===== src/rtl/multiword_negate.sv =====
// Streaming negator for wide sign-magnitude operands: one word per cycle, LSW first,
// passed through or two's-complement negated. Optional oZero output via MULTIWORD_NEGATE_ZERO_FLAG_EN.
module multiword_negate #(
  parameter int WORD_W    = 32,
  parameter int NUM_WORDS = 64,
  parameter int CNT_W     = 7
) (
  input  logic              iClk,
  input  logic              iRst,
  input  logic              iStart,
  input  logic              iSign,
  input  logic              iValid,
  input  logic [WORD_W-1:0] iData,
  output logic              oValid,
  output logic [WORD_W-1:0] oData,
  output logic              oLast,
  output logic              oFinish,
  output logic              oBusy
`ifdef MULTIWORD_NEGATE_ZERO_FLAG_EN
  ,
  output logic              oZero
`endif
);

  // Handshake: a word is taken in any cycle where iValid=1 in RUN, or iValid=1 together
  // with iStart in IDLE; there is no backpressure, the result appears one cycle later.
  typedef enum logic {IDLE, RUN} state_t;

  state_t            state;
  logic [CNT_W-1:0]  cnt;
  logic              signQ;
  logic              seenQ;

  logic              accept;
  logic              curSign;
  logic              curSeen;
  logic [CNT_W-1:0]  curCnt;
  logic              isLast;
  logic              nextSeen;
  logic [WORD_W-1:0] outWord;

  // In the start cycle the operand context comes straight from the inputs.
  always_comb begin
    accept   = 1'b0;
    curSign  = signQ;
    curSeen  = seenQ;
    curCnt   = cnt;
    if (state == IDLE) begin
      accept  = iStart & iValid;
      curSign = iSign;
      curSeen = 1'b0;
      curCnt  = '0;
    end else begin
      accept  = iValid;
    end
    isLast   = (curCnt == CNT_W'(NUM_WORDS - 1));
    outWord  = iData;
    nextSeen = curSeen;
    if (curSign) begin
      if (curSeen) begin
        outWord = ~iData;
      end else if (iData != '0) begin
        outWord  = ~iData + WORD_W'(1);
        nextSeen = 1'b1;
      end else begin
        outWord = '0;
      end
    end
  end

`ifdef MULTIWORD_NEGATE_ZERO_FLAG_EN
  logic zeroAccQ;
  logic zeroPendQ;
  logic curZero;

  assign curZero = ((state == IDLE) ? 1'b1 : zeroAccQ) & (iData == '0);

  // The finished operand's flag waits in zeroPendQ so oZero changes together with oFinish.
  always_ff @(posedge iClk) begin
    if (iRst) begin
      zeroAccQ  <= 1'b0;
      zeroPendQ <= 1'b0;
      oZero     <= 1'b0;
    end else begin
      if (state == IDLE && iStart) zeroAccQ <= accept ? curZero : 1'b1;
      else if (state == RUN && accept) zeroAccQ <= curZero;
      if (accept && isLast) zeroPendQ <= curZero;
      if (oLast) oZero <= zeroPendQ;
    end
  end
`endif

  always_ff @(posedge iClk) begin
    if (iRst) begin
      state   <= IDLE;
      cnt     <= '0;
      signQ   <= 1'b0;
      seenQ   <= 1'b0;
      oValid  <= 1'b0;
      oData   <= '0;
      oLast   <= 1'b0;
      oFinish <= 1'b0;
      oBusy   <= 1'b0;
    end else begin
      oValid  <= accept;
      oLast   <= accept & isLast;
      oFinish <= oLast;
      if (accept) oData <= outWord;
      case (state)
        IDLE: begin
          if (iStart) begin
            signQ <= iSign;
            seenQ <= nextSeen;
            cnt   <= CNT_W'(accept);
            if (!(accept && isLast)) begin
              state <= RUN;
              oBusy <= 1'b1;
            end
          end
        end
        RUN: begin
          if (accept) begin
            seenQ <= nextSeen;
            if (isLast) begin
              state <= IDLE;
              oBusy <= 1'b0;
            end else begin
              cnt <= cnt + CNT_W'(1);
            end
          end
        end
        default: state <= IDLE;
      endcase
    end
  end

endmodule

===== config.mk =====
export PLATFORM = sky130hd
export DESIGN_NAME = multiword_negate
export DESIGN_NICKNAME = d
export VERILOG_FILES = /design/src/rtl/multiword_negate.sv
export SDC_FILE = /design/constraint.sdc
export NUM_CORES = 1
export LEC_CHECK = 0
export BUFFER_PORTS_ARGS = -buffer_cell sky130_fd_sc_hd__buf_2
export CAP_MARGIN = 10
export CORE_MARGIN = 1
export CORE_UTILIZATION = 52
export DETAILED_ROUTE_END_ITERATION = 7
export HOLD_SLACK_MARGIN = 0.15
export PLACE_DENSITY_LB_ADDON = 0.1
export SLEW_MARGIN = 10
export SYNTH_ARGS = -nofsm -noshare
export SYNTH_HDL_FRONTEND = slang
export SYNTH_SLANG_ARGS = --single-unit

===== constraint.sdc =====
create_clock -name iClk -period 2.4 [get_ports iClk]
set_clock_uncertainty 0.05 [all_clocks]
set_input_delay 0.48 -clock iClk [delete_from_list [all_inputs] [get_ports iClk]]
set_output_delay 0.48 -clock iClk [all_outputs]
set_load 0.02 [all_outputs]

==> results of run 1 <==
cell usage after synthesis, types with 4 or more instances:
master and number:
nand4_1 4, nor2_1 22, nor3_1 10, o21ai_0 18
nand2_1 38, o21ai_2 20, xnor2_1 27, a21oi_1 13
inv_1 11, xor2_1 5, nand3_1 5, dfxtp_1 46
a31oi_1 17, clkbuf_1 11
power groups by stage:
stage | sequential, mW | clock [mW] | combinational, mW
6_report | 0.840 | 0.473 | 0.421
5_1_grt | 0.846 | 0.511 | 0.461
4_1_cts | 0.840 | 0.482 | 0.422
3_5_place_dp | 0.858 | 0 | 0.421
3_3_place_gp | 0.857 | 0 | 0.415
2_1_floorplan | 0.914 | 0 | 0.218
path summary, 6_finish.rpt:
check             cells past startpoint         to
setup reg to reg                      5  oData[24]
hold reg to reg                       2  oData[26]
hold / removal                        3      signQ
setup / recovery                      7  oData[11]
cell type report:
cell class / count / area [um^2]
inverter: 11 / 41.3
sequential: 46 / 921
tap: 52 / 65.1
multi-input combinational: 224 / 1460
clock buffer: 6 / 72.6
fill: 419 / 1460
clock inverter: 2 / 13.8
timing repair buffer: 83 / 468
worst reg2reg max path: stages, from the launching register on:
cell	delay (ps)
dfxtp_1	320
buf_4	180
o21a_1	280
nor2_2	860
nand2_1	160
o21ai_2	100
cells by family after synthesis:
group,synth area share [%]
AOI/OAI and AO/OA,22.4
xor gates and xnor gates,11.2
adders and majority gates,0.999
buffers and inverters,5.09
DFF,36.8
muxes,1.65
and+or+nand+nor,21.9
per-stage QoR:
| stage | worst slack, ps | instance area, um^2 | TNS, ps |
|---|---|---|---|
| floorplan | 201 | 2500 | 0 |
| global placement | 21.0 | 2960 | 0 |
| detailed placement | -46.6 | 2960 | -223 |
| CTS | 278 | 3040 | 0 |
| global route | 149 | 3040 | 0 |
| finish | 282 | 3040 | 0 |
routing by layer:
metal	up-vias	GRT usage [%]	wire [um]
met2	68	41.0	2790
met3	4	4.92	305
met5	-	0	0
met1	1072	29.3	2640
met4	0	6.00	41
li1	1198	-	-
==> summary.txt, run 1 <==
Outcome
  • Outcome: finished with violations
  • Failing checks: design-rule violations

Yosys
  • Syn Area/Cell: 8.49 um^2
  • Synth warn: 0
  • Number of synthesized flops with an enable pin: 0
  • Mapped Cells: 295
  • Top post-synthesis cells by area: dfxtp_1 37%, xnor2_1 9.4%, o21ai_2 7.0%
  • Async set-or-reset flop fraction in the synthesized netlist: 0%
  • Sequential fraction of the synthesis area: 36.8%
  • Yosys top cell by area: dfxtp_1
  • Ys flop type: dfxtp_1
  • Distinct cells, synth: 46
  • Post-synth net total: 334
  • Post-Syn Area: 0.00250 mm^2
  • Top cell type's share of synthesized area: 36.8%
  • Flops & latches, synth: 46

Detailed routing
  • Wirelength per Cell: 13.6 um
  • Drt drc: 6
  • DR vias: 2342
  • Pre-Repair DR Iteration Count: 6
  • Final wirelength: 5.78 mm
  • DR vias/cell: 5.52
  • Final antenna-violating net count: 0
  • DR iter-0 viols: between 100 and 150

Setup path
  • Crit path largest cell delay: 560 ps
  • Cells along the critical path: buf_2, or4_4, and4bb_4, nand4_4, o21ai_4, buf_12, o21ai_0
  • FF-to-FF Start: state
  • Slowest stage cell on the critical path: or4_4
  • Critical path startpoint: iData[20]
  • Setup crit end kind: flop
  • Crit path buffers/inverters: 2
  • Critical Path AT: between 2000 and 2500 ps
  • Worst Setup Start Kind: primary input
  • Crit path required time: 2540 ps
  • Worst R2R Setup Slack: 390 ps
  • Worst path top cell family by delay: simple AND/OR/NAND/NOR gates
  • Crit Path Category: in -> reg
  • CP Max Fanout: 22

Global route
  • GRT Util Overall: between 20% and 30%
  • Pin count of the biggest net entering global routing: 34
  • Initial antenna violation count: 0
  • First-pass GRT wire length: 9.45 mm
  • Overflow after GRT: 0
  • Vias in the first global route: 2089

Floorplan
  • Site Rows: 24
  • Die area: 0.00510 mm^2
  • Die Ht: 71.4 um
  • Core area: approximately 0.0045 mm^2
  • Initial Util: 55.6%
  • Die X-Extent: 71.4 um
  • I/O pin cnt: 73

Clocking
  • Post-CTS Hold Fix Bufs: 0
  • CTS tree: yes
  • CTS sink count: between 40 and 50
  • PostCTS Resize Cnt: 0
  • Clock transition at path regs: ~90 ps
  • Post-CTS Repair Setup Buffers: 0
  • Root cell of the clock tree: clkbuf_8
  • Max clock buf depth: 2
  • CTS Buf Count: 5
  • Clk_lat worst skew: 300 ps
  • Htree depth: 2

Power
  • Power Total: around 1.7 mW
  • Max IR drop VDD: 0.433 mV
  • Switching fraction of total power: between 30% and 40%
  • Leakage power: between 1 and 1.5 nW
  • Int Pwr: 1.19 mW
  • Reg power frac: 48.4%
  • Gate power share: 24.3%
  • Clock share of power: 27.3%
  • Cell Pwr Density: 570 mW/mm^2
  • Switch Pwr: 0.545 mW

Worst hold path
  • Hold path start: iSign
  • Worst hold path class: in -> reg

Cells and area
  • Fin cells: approximately 420
  • Top reg by flops: oData
  • Layout cell share with drive strength beyond 1: around 33%
  • Max reg flops: 32
  • Final Util: 67.6%
  • Top flop regs: oData x32, cnt x7
  • Most frequent cells in the layout: 72 x buf_2, 46 x dfxtp_1, 38 x nand2_1
  • Ant diodes: 0
  • Commonest non-fill, non-tap cell in the layout: buf_2
  • Final nets: slightly above 400
  • Area delta synth->final: 21.5%

Placed design
  • PortBufs: 72
  • Gp weighted congestion: 0.831
  • Inst Count DP: 416
  • Final HPWL from detailed placement: 4.35 mm

Timing
  • RSZ-0062 raised after global routing: false
  • Fin. max-slew vios: 0
  • Tightest Pin Transition: 1110 ps
  • Final min period: 2120 ps
  • Hold Vio Cnt, Final: 0
  • Tcrit/Tclk final: roughly nine tenths
  • Max Freq: 472 MHz
  • Hold WS: 397 ps
  • Slew headroom: a little over a quarter
  • Endpoints failing setup: 0

Job
  • Max Cap Viol: 0
No activity file was read; power rests on OpenSTA's default activity.
==> run 2: changes to the inputs <==
Settings changed: RECOVER_POWER set to 50, SETUP_SLACK_MARGIN set to 0.1.
==> summary.txt, run 2 (synthesis results as in run 1) <==
Outcome
  • Outcome: finished with violations
  • Failing checks: design-rule violations

Detailed routing
  • Wirelength per Cell: 13.7 um
  • DR vias/cell: between 5 and 6
  • DR iter-0 viols: 122
  • Final wirelength: 5.83 mm
  • Final antenna-violating net count: 0
  • Pre-Repair DR Iteration Count: 7
  • Drt drc: 6
  • DR vias: between 2000 and 2500

Placed design
  • Final HPWL from detailed placement: 4.35 mm
  • PortBufs: 72
  • Placement Cell Area: 0.00296 mm^2
  • Gp weighted congestion: 0.831

Worst hold path
  • Worst hold path class: in -> reg
  • Worst Hold Path Cells: 2

Clocking
  • Post-CTS Repair Setup Buffers: 0
  • Max clock buf depth: 2
  • CTS sink count: 46
  • PostCTS Resize Cnt: 0
  • Htree depth: 2
  • Clock transition at path regs: about 90 ps
  • Root cell of the clock tree: clkbuf_8
  • CTS Buf Count: 5
  • CTS tree: yes
  • Clk_lat worst skew: 300 ps
  • Post-CTS Hold Fix Bufs: 0

Cells and area
  • Filler cells: between 400 and 500
  • Max reg flops: 32
  • Top flop regs: oData x32, cnt x7
  • Area delta synth->final: 19.8%
  • FF/Latch Area: approximately 900 um^2
  • Top reg by flops: oData
  • Layout cell share with drive strength beyond 1: 23.1%
  • Area occupied by multi-input gates: 0.00146 mm^2
  • Most frequent cells in the layout: 46 x dfxtp_1, 38 x nand2_1, 37 x buf_2
  • Final nets: 410
  • Finished Cell Area: 0.00300 mm^2
  • Commonest non-fill, non-tap cell in the layout: dfxtp_1
  • Ant diodes: 0

Setup path
  • Critical Path AT: 2260 ps
  • Worst Setup Start Kind: primary input
  • Crit path required time: ~2500 ps
  • Slowest stage cell on the critical path: or4_4
  • Cells along the critical path: buf_2, or4_4, and4bb_4, nand4_4, o21ai_4, buf_12, o21ai_0
  • Setup crit end kind: flop
  • Crit Path Category: in -> reg
  • CP Max Fanout: 22
  • R2R depth: 5
  • Crit path largest cell delay: 560 ps

Global route
  • Pin count of the biggest net entering global routing: 34
  • Initial antenna violation count: 0
  • Vias in the first global route: 2089
  • GRT Util Overall: 23.4%
  • First-pass GRT wire length: 9.45 mm
  • Overflow after GRT: 0

Timing
  • Max Freq: 472 MHz
  • Hold WS: 396 ps
  • Slew headroom: ~26%
  • Endpoints failing setup: 0
  • Hold Vio Cnt, Final: 0
  • Fin. max-slew vios: 0
  • Final min period: 2120 ps
  • Tightest Pin Transition: 1110 ps
  • Tcrit/Tclk final: around nine tenths
  • RSZ-0062 raised after global routing: false

Floorplan
  • I/O pin cnt: 73
  • Die area: 0.00510 mm^2
  • Site Rows: 24
  • Core area: 0.00450 mm^2
  • Initial Util: 55.6%
  • Die Ht: 71.4 um
  • Die X-Extent: 71.4 um

Power
  • Int Pwr: 1.18 mW
  • Max IR drop VDD: 0.430 mV
  • Switching fraction of total power: 31.8%
  • Switch Pwr: 0.550 mW
  • Leakage power: 1.21 nW
  • Cell Pwr Density: roughly 580 mW/mm^2
  • Reg power frac: 48.7%
  • Gate power share: approximately a quarter
  • Clock share of power: 27.6%

Job
  • Max Cap Viol: 0
run 2: path summary, 6_finish.rpt:
kind	startpoint	end	slack (ps)
worst max-delay path	iData[20]	oData[11]	280
worst min-delay path	iStart	state	400
worst max register to register	state	oData[24]	390
worst min register to register	oData[22]	oData[22]	410
run 2: through the flow:
step	utilization [%]	TNS, ps	setup slack (ps)	instances	power (mW)
global placement	65.7	0	21.0	416	1.27
CTS	67.6	0	278	424	1.74
detailed placement	65.7	-223	-46.6	416	1.28
finish	66.6	0	282	424	1.73
global route	66.6	0	149	424	1.81
floorplan	-	0	201	295	1.13
run 2: final cells by class:
| type | instances | share of cell area (%) |
|---|---|---|
| clock buffers | 6 | 2.42 |
| clock inverters | 2 | 0.459 |
| inverters | 11 | 1.38 |
| well taps | 52 | 2.17 |
| multi-input cells | 224 | 48.7 |
| repair buffers | 83 | 14.1 |
| flip-flops and latches | 46 | 30.7 |
run 2: power groups by stage:
stage	logic (mW)	clock network [mW]	registers, mW
finish	0.409	0.476	0.841
CTS	0.422	0.482	0.840
detailed placement	0.421	0	0.858
global placement	0.415	0	0.857
global route	0.448	0.511	0.847
floorplan	0.218	0	0.914
run 2: metal layers:
| layer | vias to the layer above | global-route usage, % | part of all wire, % |
|---|---|---|---|
| met5 | - | 0 | 0 |
| met3 | 7 | 4.92 | 5.3 |
| met1 | 1065 | 29.3 | 46 |
| met2 | 68 | 41.0 | 48 |
| li1 | 1196 | - | - |
| met4 | 0 | 6.00 | 1.0 |
run 2: worst max-delay path, delay by kind of cell:
kind | cells | cell delay (ps)
AO/OA/AOI/OAI | 2 | 340
buffers and inverters | 2 | 320
AND/OR/NAND/NOR | 3 | 1100
==> run 3: changes to the inputs <==
Settings changed: ABC_AREA set to 1, CORE_UTILIZATION 52 to 53, CTS_CLUSTER_DIAMETER set to 30.
==> summary.txt, run 3 <==
Setup path
  • FF-to-FF Start: state
  • R2R depth: 8
  • Critical Path AT: 2000 ps
  • End of the worst register-to-register path: oData[18]
  • Critical path startpoint: state
  • Worst R2R Setup Slack: 530 ps
  • CP Max Fanout: 20
  • Crit Path Category: reg -> reg
  • Critical Path Sink: oData[18]
  • Crit path required time: 2530 ps
  • Setup crit end kind: flop
  • Worst Setup Start Kind: flop

Power
  • Cell Pwr Density: 529 mW/mm^2
  • Gate power share: 25.2%
  • Max IR drop VDD: 0.227 mV
  • Leakage power: 1.45 nW
  • Reg power frac: 48.8%
  • Switch Pwr: 0.586 mW
  • Clock share of power: a little over a quarter
  • Switching fraction of total power: between 30% and 40%
  • Int Pwr: 1.15 mW

Clocking
  • Clk_lat worst skew: a little under 300 ps
  • CTS Buf Count: 5
  • Root cell of the clock tree: clkbuf_8
  • CTS tree: yes
  • Htree depth: 2
  • Max clock buf depth: 2
  • Post-CTS Hold Fix Bufs: 0
  • Clock transition at path regs: 80 ps
  • CTS sink count: 46
  • Post-CTS Repair Setup Buffers: 0
  • PostCTS Resize Cnt: 0

Worst hold path
  • Worst hold path class: reg -> reg

Floorplan
  • I/O pin cnt: 73
  • Die Ht: 75.3 um
  • Site Rows: 26
  • Initial Util: 55.5%
  • Core area: 0.00514 mm^2
  • Die area: 0.00568 mm^2
  • Die X-Extent: 75.3 um

Detailed routing
  • Pre-Repair DR Iteration Count: 5
  • Drt drc: 0
  • DR vias: 3026
  • Final antenna-violating net count: 0
  • Wirelength per Cell: between 10 and 15 um
  • DR vias/cell: 5.33
  • Final wirelength: 7.70 mm
  • DR iter-0 viols: between 200 and 250

Yosys
  • Top post-synthesis cells by area: dfxtp_1 32%, nand2_1 11%, nand3_1 11%
  • Top cells by count, synth: 85 x nand2_1, 62 x nand3_1, 49 x inv_1
  • Syn Area/Cell: 6.69 um^2
  • Distinct cells, synth: 36
  • Async set-or-reset flop fraction in the synthesized netlist: 0%
  • Synth warn: 0
  • Post-synth net total: 465
  • Yosys top cell by area: dfxtp_1
  • Top cell type's share of synthesized area: between 30% and 40%
  • Mapped Cells: 426
  • Post-Syn Area: ~0.0029 mm^2
  • Ys flop type: dfxtp_1
  • Sequential fraction of the synthesis area: 32.3%
  • Most frequent cell after synthesis: nand2_1
  • Flops & latches, synth: 46
  • Number of synthesized flops with an enable pin: 0

Global route
  • Overflow after GRT: 0
  • Pin count of the biggest net entering global routing: 21
  • Initial antenna violation count: 0
  • GRT Util Overall: 28.2%
  • Vias in the first global route: ~2500
  • First-pass GRT wire length: 12.0 mm

Cells and area
  • Final Util: 63.9%
  • Commonest non-fill, non-tap cell in the layout: nand2_1
  • Final nets: approximately 540
  • Layout cell share with drive strength beyond 1: 16.9%
  • Max reg flops: 32
  • Ant diodes: 0
  • Finished Cell Area: 0.00328 mm^2
  • Top flop regs: oData x32, cnt x7
  • Top reg by flops: oData
  • Area delta synth->final: 15.2%
  • Most frequent cells in the layout: 85 x nand2_1, 62 x nand3_1, 50 x inv_1

Timing
  • Endpoints failing setup: 0
  • Final min period: 1870 ps
  • Slew headroom: 47.2%
  • Hold Vio Cnt, Final: 0
  • Setup_tns: 0 ps
  • Max Freq: 534 MHz
  • Fin. max-slew vios: 0
  • RSZ-0062 raised after global routing: false
  • Tcrit/Tclk final: 78.0%
  • Tightest Pin Transition: 792 ps

Job
  • Max Cap Viol: 0

Placed design
  • Final HPWL from detailed placement: ~6.2 mm
  • Placement Cell Area: 0.00326 mm^2
  • PortBufs: approximately 70
  • Gp weighted congestion: 0.958

Outcome
  • Outcome: finished, final reports clean
run 3: cell type report:
class	count	area (um^2)
multi-input cells	312	1630
repair buffers	78	357
well taps	70	87.6
flip-flops and latches	46	921
clock inverters	2	10.0
inverters	55	209
clock buffers	5	68.8
fillers	541	1860
run 3: cell families after synthesis:
kind of cell / Yosys count / share of synthesized area [%]
adders and majority gates: 2 / 0.878
DFF: 46 / 32.3
buffers and inverters: 68 / 10.2
AOI/OAI and AO/OA: 66 / 13.9
and+or+nand+nor: 225 / 36.9
xor gates and xnor gates: 19 / 5.84
run 3: per-layer routing:
layer / up-vias / track usage [%] / wire length [um]
li1: 1520 / - / -
met3: 13 / 3.97 / 577
met1: 1377 / 39.3 / 3490
met4: 0 / 9.47 / 129
met2: 116 / 44.9 / 3500
met5: - / 0 / 0
run 3: how the worst min path moves through the flow:
stage / startpoint / endpoint / slack (ps) / cells past startpoint
finish: oLast / oFinish / 370 / 2
global route: oLast / oFinish / 400 / 2
CTS: oLast / oFinish / 380 / 2
detailed placement: oLast / oFinish / 360 / 2
global placement: oLast / oFinish / 350 / 2
floorplan: cnt[6] / cnt[6] / 390 / 2
run 3: worst max-delay path, cell delays in order (launching register included):
cell	delay (ps)
dfxtp_1	550
nand2_1	160
o21ai_4	120
buf_4	270
nand3_2	120
nand2_4	100
nor2_8	60
inv_4	210
o21ai_0	110
run 3: metrics by stage:
step           hold WS [ps]  total power, mW  instances  worst slack (ps)
3_5_place_dp            361             1.31        561               389
5_1_grt                 402             1.83        568               378
6_report                374             1.74        568               529
2_1_floorplan           389             1.16        426               691
3_3_place_gp            354             1.31        561               435
4_1_cts                 375             1.76        568               480
run 3: power by group through the flow:
stage	sequential [mW]	clock, mW	combinational (mW)
2_1_floorplan	0.913	0	0.247
3_3_place_gp	0.862	0	0.445
3_5_place_dp	0.864	0	0.449
6_report	0.847	0.452	0.437
5_1_grt	0.854	0.492	0.484
4_1_cts	0.846	0.464	0.451
